`src/rtl/apes_pkg.sv`:
```
// Shared definitions for the APES test-pulse sequencer.
//   tp_state_e     : sequencer FSM states
//   SETTLE_CYC_DEF : default clk50 cycles from initial DAC load to first stim rise
package apes_pkg;

  typedef enum logic [2:0] {
    IDLE,
    LOAD,
    SETTLE,
    HIGH,
    LOW,
    DONE
  } tp_state_e;

  localparam int unsigned SETTLE_CYC_DEF = 64;

endpackage

```
`src/rtl/tp_dac_stepper.sv`:
```
// Calibration DAC code register with saturating step and load strobe.
// Ports:
//   clk50, rst   clock, asynchronous active-high reset
//   load_start   load start_code into the DAC register
//   load_step    add step to the DAC register, saturating at all-ones
//   start_code   code for pulse 0
//   step         unsigned increment per pulse
//   dac_code     registered DAC code
//   dac_load     1-cycle strobe, dac_code valid
module tp_dac_stepper #(
  parameter int unsigned DAC_W = 10
) (
  input  logic             clk50,
  input  logic             rst,
  input  logic             load_start,
  input  logic             load_step,
  input  logic [DAC_W-1:0] start_code,
  input  logic [DAC_W-1:0] step,
  output logic [DAC_W-1:0] dac_code,
  output logic             dac_load
);

  // One extra bit catches the carry out; a carry means clamp to all-ones.
  logic [DAC_W:0] sum;

  assign sum = {1'b0, dac_code} + {1'b0, step};

  always_ff @(posedge clk50 or posedge rst) begin
    if (rst) begin
      dac_code <= '0;
      dac_load <= 1'b0;
    end else begin
      dac_load <= load_start | load_step;
      if (load_start)
        dac_code <= start_code;
      else if (load_step)
        dac_code <= sum[DAC_W] ? '1 : sum[DAC_W-1:0];
    end
  end

endmodule

```
`src/rtl/testpulse_sequencer.sv`:
```
// APES ASIC test-pulse sequencer: on start, loads the calibration DAC, waits
// SETTLE_CYC cycles, then emits cfg_npulse stim pulses, stepping the DAC code
// after each pulse except the last.
// Ports:
//   clk50, rst      clock, asynchronous active-high reset
//   start, abort    burst request (ignored while busy); burst terminate (wins)
//   cfg_period      rising-to-rising pulse spacing, cycles
//   cfg_width       stim high time, cycles
//   cfg_npulse      pulses per burst
//   cfg_dac_start   DAC code for pulse 0
//   cfg_dac_step    DAC increment per pulse
//   stim_out        registered ASIC stimulus
//   dac_code        registered DAC code, dac_load strobes when it changes
//   pulse_idx       index of current/last pulse
//   busy, done      burst in progress; 1-cycle strobe on normal completion
module testpulse_sequencer
  import apes_pkg::*;
#(
  parameter int unsigned CNT_W      = 16,
  parameter int unsigned NPULSE_W   = 12,
  parameter int unsigned DAC_W      = 10,
  parameter int unsigned SETTLE_CYC = SETTLE_CYC_DEF
) (
  input  logic                clk50,
  input  logic                rst,
  input  logic                start,
  input  logic                abort,
  input  logic [CNT_W-1:0]    cfg_period,
  input  logic [CNT_W-1:0]    cfg_width,
  input  logic [NPULSE_W-1:0] cfg_npulse,
  input  logic [DAC_W-1:0]    cfg_dac_start,
  input  logic [DAC_W-1:0]    cfg_dac_step,
  output logic                stim_out,
  output logic [DAC_W-1:0]    dac_code,
  output logic                dac_load,
  output logic [NPULSE_W-1:0] pulse_idx,
  output logic                busy,
  output logic                done
);

  localparam logic [CNT_W-1:0] ONE       = CNT_W'(1);
  localparam logic [CNT_W-1:0] SETTLE_TC = CNT_W'(SETTLE_CYC - 1);

  tp_state_e           state_q, state_d;
  logic [CNT_W-1:0]    cnt_q, cnt_d, tc_val;
  logic [NPULSE_W-1:0] idx_d;
  logic [CNT_W-1:0]    eff_width, low_len;
  logic [CNT_W-1:0]    sh_high, sh_low;
  logic [NPULSE_W-1:0] sh_npulse;
  logic [DAC_W-1:0]    sh_dac_start, sh_dac_step;
  logic                accept, cnt_tc, last_pulse, load_start, load_step;

  // Low time is derived directly rather than via eff_period, so the
  // period = max(period, width+1) rule never needs a CNT_W+1 bit adder.
  assign eff_width = (cfg_width == '0) ? ONE : cfg_width;
  assign low_len   = (cfg_period > eff_width) ? (cfg_period - eff_width) : ONE;
  assign accept    = (state_q == IDLE) && start && !abort;

  always_ff @(posedge clk50 or posedge rst) begin
    if (rst) begin
      sh_high      <= '0;
      sh_low       <= '0;
      sh_npulse    <= '0;
      sh_dac_start <= '0;
      sh_dac_step  <= '0;
    end else if (accept) begin
      sh_high      <= eff_width;
      sh_low       <= low_len;
      sh_npulse    <= cfg_npulse;
      sh_dac_start <= cfg_dac_start;
      sh_dac_step  <= cfg_dac_step;
    end
  end

  always_ff @(posedge clk50 or posedge rst) begin
    if (rst) begin
      state_q   <= IDLE;
      cnt_q     <= '0;
      pulse_idx <= '0;
    end else begin
      state_q   <= state_d;
      cnt_q     <= cnt_d;
      pulse_idx <= idx_d;
    end
  end

  always_comb begin
    state_d    = state_q;
    cnt_d      = cnt_q;
    idx_d      = pulse_idx;
    load_start = 1'b0;
    load_step  = 1'b0;
    case (state_q)
      SETTLE:  tc_val = SETTLE_TC;
      HIGH:    tc_val = sh_high - 1'b1;
      LOW:     tc_val = sh_low - 1'b1;
      default: tc_val = '0;
    endcase
    cnt_tc     = (cnt_q == tc_val);
    last_pulse = (pulse_idx == sh_npulse - 1'b1);

    if (state_q != IDLE && abort) begin
      state_d = IDLE;
      cnt_d   = '0;
    end else begin
      case (state_q)
        IDLE: begin
          cnt_d = '0;
          if (start && !abort)
            state_d = LOAD;
        end
        LOAD: begin
          load_start = 1'b1;
          idx_d      = '0;
          cnt_d      = '0;
          state_d    = (sh_npulse == '0) ? DONE : SETTLE;
        end
        SETTLE, HIGH: begin
          if (cnt_tc) begin
            cnt_d   = '0;
            state_d = (state_q == SETTLE) ? HIGH : LOW;
          end else begin
            cnt_d = cnt_q + 1'b1;
          end
        end
        LOW: begin
          load_step = (cnt_q == '0) && !last_pulse;
          if (cnt_tc) begin
            cnt_d = '0;
            if (last_pulse) begin
              state_d = DONE;
            end else begin
              idx_d   = pulse_idx + 1'b1;
              state_d = HIGH;
            end
          end else begin
            cnt_d = cnt_q + 1'b1;
          end
        end
        default: begin
          cnt_d   = '0;
          state_d = IDLE;
        end
      endcase
    end
  end

  // stim follows the state it enters; busy/done follow the state being left,
  // which places busy one cycle behind LOAD and drops it together with done.
  always_ff @(posedge clk50 or posedge rst) begin
    if (rst) begin
      stim_out <= 1'b0;
      busy     <= 1'b0;
      done     <= 1'b0;
    end else begin
      stim_out <= (state_d == HIGH);
      busy     <= (state_q inside {LOAD, SETTLE, HIGH, LOW}) && (state_d != IDLE);
      done     <= (state_q == DONE) && !abort;
    end
  end

  tp_dac_stepper #(
    .DAC_W(DAC_W)
  ) u_dac (
    .clk50      (clk50),
    .rst        (rst),
    .load_start (load_start),
    .load_step  (load_step),
    .start_code (sh_dac_start),
    .step       (sh_dac_step),
    .dac_code   (dac_code),
    .dac_load   (dac_load)
  );

endmodule

```
`config.mk`:
```
export PLATFORM = sky130hd
export DESIGN_NAME = testpulse_sequencer
export DESIGN_NICKNAME = d
export VERILOG_FILES = /design/src/rtl/apes_pkg.sv /design/src/rtl/tp_dac_stepper.sv /design/src/rtl/testpulse_sequencer.sv
export SDC_FILE = /design/constraint.sdc
export NUM_CORES = 1
export LEC_CHECK = 0
export BUFFER_PORTS_ARGS = -buffer_cell sky130_fd_sc_hd__buf_2
export CAP_MARGIN = 10
export CORE_MARGIN = 2
export CORE_UTILIZATION = 40
export DETAILED_ROUTE_END_ITERATION = 7
export GPL_TIMING_DRIVEN = 0
export PLACE_DENSITY_LB_ADDON = 0.2
export SYNTH_ARGS = -nofsm -noshare
export SYNTH_HDL_FRONTEND = slang
export SYNTH_HIERARCHICAL = 1
export SYNTH_SLANG_ARGS = --single-unit
```
`constraint.sdc`:
```
create_clock -name clk50 -period 4.4 [get_ports clk50]
set_input_delay 0.88 -clock clk50 [delete_from_list [all_inputs] [get_ports clk50]]
set_output_delay 0.88 -clock clk50 [all_outputs]
set_load 0.02 [all_outputs]
```
==> results of run 1 <==
power by group through the flow:
stage	Sequential [W]	Clock, W	Combinational [W]
finish	0.00186	0.000843	0.00244
global route	0.00193	0.000904	0.00273
CTS	0.00186	0.000863	0.00244
detailed placement	0.00187	0	0.00238
global placement	0.00187	0	0.00236
floorplan	0.00182	0	0.00179
layout make-up:
| type | count | area, um^2 |
|---|---|---|
| fillers | 1800 | 9760 |
| clock buffers | 9 | 225 |
| repair buffers | 106 | 593 |
| plain buffers | 28 | 144 |
| inverters | 44 | 173 |
| flip-flops and latches | 109 | 2730 |
| well taps | 234 | 293 |
| multi-input cells | 631 | 4590 |
| clock inverters | 6 | 71.3 |
per-stage QoR:
step	cell area, um^2	hold WS, ns	utilization (%)
floorplan	7570	0.448	-
global placement	8320	0.461	44.8
detailed placement	8350	0.467	45.0
CTS	8810	0.485	47.4
global route	8820	0.509	47.5
finish	8820	0.482	47.5
path summary, 6_finish.rpt:
kind	startpoint	endpoint	slack, ns	cells after the start
setup / recovery	state_q[2]	pulse_idx[10]	0.20	15
hold / removal	sh_dac_start[4]	u_dac/dac_code[4]	0.48	1
setup reg to reg	state_q[2]	pulse_idx[10]	0.20	15
hold reg to reg	sh_dac_start[4]	u_dac/dac_code[4]	0.48	1
max in group asynchronous	rst	state_q[2]	3.14	3
min in group asynchronous	rst	u_dac/dac_code[3]	0.55	2
cell usage after synthesis, drive strengths merged, types with 4 or more instances:
cell type / instances
a311oi: 6
inv: 44
clkbuf: 25
a211oi: 11
o21bai: 7
and4: 4
nor3b: 5
nor3: 19
a21o: 10
a31oi: 15
xnor2: 32
dfrtp: 109
a22o: 17
mux2i: 14
o21a: 6
nand2b: 5
nand3b: 9
nor4: 20
o22ai: 5
nand3: 25
ha: 32
nand4: 18
o31ai: 8
or3b: 5
xor2: 25
nor2: 74
a21oi: 36
or4: 6
and3: 7
or3: 11
o311ai: 4
buf: 8
nor2b: 7
a2111oi: 6
and2: 7
o21ai: 42
mux2: 36
nand2: 52
worst max-delay path, delay by kind of cell (launching register included):
family / cells / cell delay (ns)
AO/OA/AOI/OAI: 4 / 0.60
adder cells (fa/ha/maj): 1 / 0.32
buffers and inverters: 2 / 0.35
flip-flops: 1 / 0.40
AND/OR/NAND/NOR: 5 / 1.93
multiplexers: 3 / 0.52
layer usage:
| layer | up-vias | share of wire, % | GRT usage (%) |
|---|---|---|---|
| li1 | 3248 | - | - |
| met1 | 3212 | 48 | 29.0 |
| met2 | 171 | 46 | 31.7 |
| met3 | 22 | 4.8 | 3.84 |
| met4 | 0 | 1.6 | 5.53 |
| met5 | - | 0 | 0 |
state kept, by name (all words and copies together), names as in the netlist:
signal          count
stim_out            1
state_q             3
pulse_idx          12
done                1
u_dac/dac_load      1
sh_low             16
sh_dac_step        10
busy                1
u_dac/dac_code     10
sh_dac_start       10
cnt_q              16
sh_high            16
sh_npulse          12
kinds of logic after synthesis:
family	Yosys count	share of synthesized area, %
multiplexers	50	7.34
AO/OA/AOI/OAI	203	19.3
buffers and inverters	77	3.97
AND/OR/NAND/NOR	286	20.4
flip-flops	109	36.2
adder cells (fa/ha/maj)	34	5.85
XOR/XNOR	58	6.95
timing repair:
item | 4_1_cts | 5_1_grt
gates resized for setup | 22 | 11
endpoints found under the setup margin | 43 | 42
setup buffers | 10 | 3
pin swaps | 15 | 10
gates cloned | 0 | 0
==> reports/qor.yml, run 1 <==
status: "finished, final reports clean"
cp_max_fo: 8
switchingPower_w: 0.00221
synth-seq-area-share_pct: 36.2
synth_warnings: 6
fmax_ghz: 0.238
dr.pass1.iters: 5
hold_viol: 0
worstPathRequired_ns: 4.68
pin_count: 94
rows: 50
crit_path_cell_trace: "or3b_4 -> buf_6 -> mux2i_4 -> ha_2 -> nor3b_4 -> mux2i_1 -> mux2i_1 -> and3b_1 -> o2111ai_2 -> or4b_4 -> a2111oi_4 -> buf_4 -> a31oi_4 -> or4_1 -> a21oi_1"
worst_slew_pin_slew_ns: 1.03
wl_per_cell_um: 17.1
die_x_um: 141
grt_pass1_vias: 6303
crit_slowest_cell: "or4b_4"
gp_congestion: 0.911
drc: 0
slew_headroom_pct: 30.6
hpwl_um: 15200
syn_area_per_cell_um2: 9.22
swShare_pct: 42.9
worstPathArrival_ns: 4.49
cts_made_buffers: 9
synth_top_cell_by_area: "dfrtp_1"
grt_max_degree: 54
cts_tree: "yes"
critPathCaptureType: "flop"
timing.final.crit_period_ns: 4.20
skew_ns: 0.0122
synth_edf_count: 0
synthTopCellsByArea: "dfrtp_1 (36%), ha_1 (5.3%), mux2_2 (5.2%)"
min_period_over_period_pct: 95.6
start_util_pct: 40.5
layout_setup_ws_ns: 0.196
min_path_type: "reg -> reg"
p_leak_nw: 3.85
synthFlopType: "dfrtp_1"
cp-start-kind: "flop"
grt_remaining_overflow: 0
antenna_found_initial: 0
maxCapViolations: 0
synth_area_um2: 7530
place_ws_ns: -0.613
cp_common_cell: "mux2i_1"
final_cell_mix: "dfrtp_1 (108), buf_2 (94), nor2_1 (74), nand2_1 (51), inv_1 (42)"
final_antenna_net_count: 0
combPwrFrac_pct: 47.5
clk_pin_slew_ns: 0.08
synth_nets: 919
first_iter_violations: 362
setup_viol: 0
clk_latency_ns: 0.36
portBuffers: 92
cts.sinks: 109
num_antenna_cells: 0
drive_gt1_share_pct: 21.5
root_buffer: "clkbuf_16"
ys_seq_elements: 109
grt_pass1_wl_um: 32700
p_per_area_nw_per_um2: 584
holdBufCountCts: 0
synth_top_area_share_pct: 36.2
area_growth_pct: 17.1
crit_type: "reg -> reg"
clkPwrFrac_pct: 16.4
cts_max_path_buffers: 2
power.internal_w: 0.00294
async_flop_share_pct: 100
fin_cells: 1167
die_h_um: 141
place_inst: 1144
synth_cells: 817
ir_drop_mv: 0.328
track_usage_pct: 20.3
vias: 6653
total_power_w: 0.00515
core-area_um2: 18600
setup_tns_ns: 0
final_net_count: 1031
htree_levels: 3
max_stage_delay_ns: 0.55
slew_viol_final: 0
via_per_inst: 5.70
yosys.cell_types.count: 78
final_common_cell: "dfrtp_1"
wl_um: 19900
die_area_um2: 19900
p_seq_share_pct: 36.2
(Power assumes the default switching activity.)
==> run 2, diff against run 1 <==
--- a/config.mk
+++ b/config.mk
@@ -14,5 +14,5 @@
 export PLACE_DENSITY_LB_ADDON = 0.2
 export SYNTH_ARGS = -nofsm -noshare
 export SYNTH_HDL_FRONTEND = slang
-export SYNTH_HIERARCHICAL = 1
 export SYNTH_SLANG_ARGS = --single-unit
+export TNS_END_PERCENT = 50
==> reports/qor.yml, run 2 <==
synth_top_cell_by_area: "dfrtp_1"
cp-start-kind: "flop"
synth_nets: 882
maxCapViolations: 0
critPathCaptureType: "flop"
dr.pass1.iters: 5
die_h_um: 139
cts.sinks: 109
final_net_count: 1003
clk_latency_ns: 0.37
max_stage_delay_ns: 0.56
crit_family: "simple AND/OR/NAND/NOR gates"
reg_top3: "cnt_q x16, sh_high x16, sh_low x16"
cp.depth: 16
drc: 0
synth_edf_count: 0
yosys.cell_types.count: 77
fmax_ghz: 0.237
cp_common_cell: "buf_6"
cts_max_path_buffers: 2
timing.final.crit_period_ns: 4.22
min_path_type: "reg -> reg"
synthTopCellsByArea: "dfrtp_1 (38%), ha_1 (5.5%), mux2_2 (5.1%)"
skew_ns: 0.0129
synth_warnings: 0
setup_viol: 0
antenna_found_initial: 0
min_period_over_period_pct: 96.0
hpwl_um: 14000
vias: 6315
syn_area_per_cell_um2: 9.31
grt_pass1_wl_um: 31100
slew_viol_final: 0
area_growth_pct: 18.6
pin_count: 94
grt_pass1_vias: 6038
netlist_top_cells_count: "dfrtp_1 (109), nand2_1 (56), nor2_1 (54), inv_1 (42), o21ai_0 (42)"
cts_tree: "yes"
synth_top_area_share_pct: 37.6
yosysMostFrequentCell: "dfrtp_1"
ys_seq_elements: 109
hold-worst-slack_ns: 0.518
portBuffers: 92
critPathBufInv: 3
worst_slew_pin_slew_ns: 0.869
crit_slowest_cell: "or4_4"
gp_congestion: 0.858
hold_depth: 1
holdBufCountCts: 0
synthFlopType: "dfrtp_1"
core-area_um2: 17900
final_cell_mix: "dfrtp_1 (109), buf_2 (93), nor2_1 (54), nand2_1 (53), inv_1 (41)"
num_antenna_cells: 0
drive_gt1_share_pct: 22.7
rows: 49
grt_remaining_overflow: 0
synth_area_um2: 7260
crit_type: "reg -> reg"
die_x_um: 139
clk_pin_slew_ns: 0.08
cp_max_fo: 10
slew_headroom_pct: 42.1
start_util_pct: 40.5
fin_area_um2: 8610
synth_cells: 780
first_iter_violations: 348
hold_viol: 0
via_per_inst: 5.56
r2r.worst_path.cells: 16
track_usage_pct: 19.6
status: "finished, final reports clean"
final_antenna_net_count: 0
p_leak_nw: 3.74
die_area_um2: 19200
htree_levels: 3
wl_um: 18600
synth-seq-area-share_pct: 37.6
async_flop_share_pct: 100
grt_max_degree: 69
final_common_cell: "dfrtp_1"
cts_made_buffers: 9
p_per_area_nw_per_um2: 604
crit_path_cell_trace: "buf_6 -> or3b_4 -> clkbuf_16 -> mux2i_1 -> ha_2 -> nor3b_4 -> nand3_1 -> a211oi_2 -> nand2b_1 -> xor2_1 -> or4_4 -> a2111oi_4 -> buf_6 -> nand3_4 -> or4_1 -> nand2_1"
wl_per_cell_um: 16.4
worstPathArrival_ns: 4.53
ir_drop_mv: 0.340
worstPathRequired_ns: 4.70
postPlaceCellArea_um2: 8030
root_buffer: "clkbuf_16"
## run 2: cell count changes after synthesis, moves of 6 or more
cell / delta
nor2_1: -20
xnor2_1: +8
nand3b_1: -7
a211oi_1: -8
a311oi_1: -6
o22ai_1: +6
## run 2: cell families (layout without fill, tap and decap cells)
family	count (synthesis)	count (layout)	share of synthesized area, %
AOI/OAI and AO/OA	177	177	16.4
muxes	47	47	7.12
xor gates and xnor gates	63	63	8.00
and+or+nand+nor	273	274	20.4
buffers and inverters	76	201	4.33
adders and majority gates	35	35	6.21
DFF	109	109	37.6
## run 2: repair_timing
action,in CTS,in global routing
pin swaps,6,14
hold endpoints to repair,0,0
cloned,1,0
endpoints found under the setup margin,32,42
buffers inserted,4,13
gates resized for setup,23,21
## run 2: worst paths after layout
check	startpoint	end	slack [ns]
max in group asynchronous	rst	pulse_idx[1]	2.98
setup / recovery	state_q[1]	pulse_idx[4]	0.18
hold reg to reg	sh_dac_step[2]	sh_dac_step[2]	0.52
setup reg to reg	state_q[1]	pulse_idx[4]	0.18
min in group asynchronous	rst	sh_dac_start[2]	0.69
hold / removal	sh_dac_step[2]	sh_dac_step[2]	0.52
## run 2: final cells by class
class	count	area, um^2
clock inverters	7	67.6
plain buffers	31	179
repair buffers	111	617
flip-flops and latches	109	2730
fillers	1773	9290
clock buffers	9	225
inverters	43	164
multi-input cells	596	4340
well taps	229	287
## run 2: routing by layer
layer  track usage [%]  up-vias  part of all wire [%]
li1                  -     3133                     -
met1              28.9     3059                    50
met2              30.8      110                    45
met3              1.86       13                   2.9
met4              5.37        0                   1.2
met5                 0        -                     0
## run 2: report_power, final
part | internal [W] | leakage, nW | switching [W] | total [W]
registers | 0.00137 | 1.37 | 0.000398 | 0.00176
clock network | 0.000399 | 0.145 | 0.000411 | 0.000810
logic | 0.00119 | 2.23 | 0.00144 | 0.00263
## run 2: through the flow
stage               setup slack (ns)  cells  util, %  TNS (ns)  power (W)
finish                         0.176   1135     48.1         0    0.00520
global route                 -0.0125   1135     48.1   -0.0221    0.00561
CTS                          0.00650   1123     47.2         0    0.00513
detailed placement            -0.830   1102     44.8    -22.66    0.00420
global placement              -0.764   1101     44.7    -99.72    0.00416
floorplan                    0.00112    780        -         0    0.00355
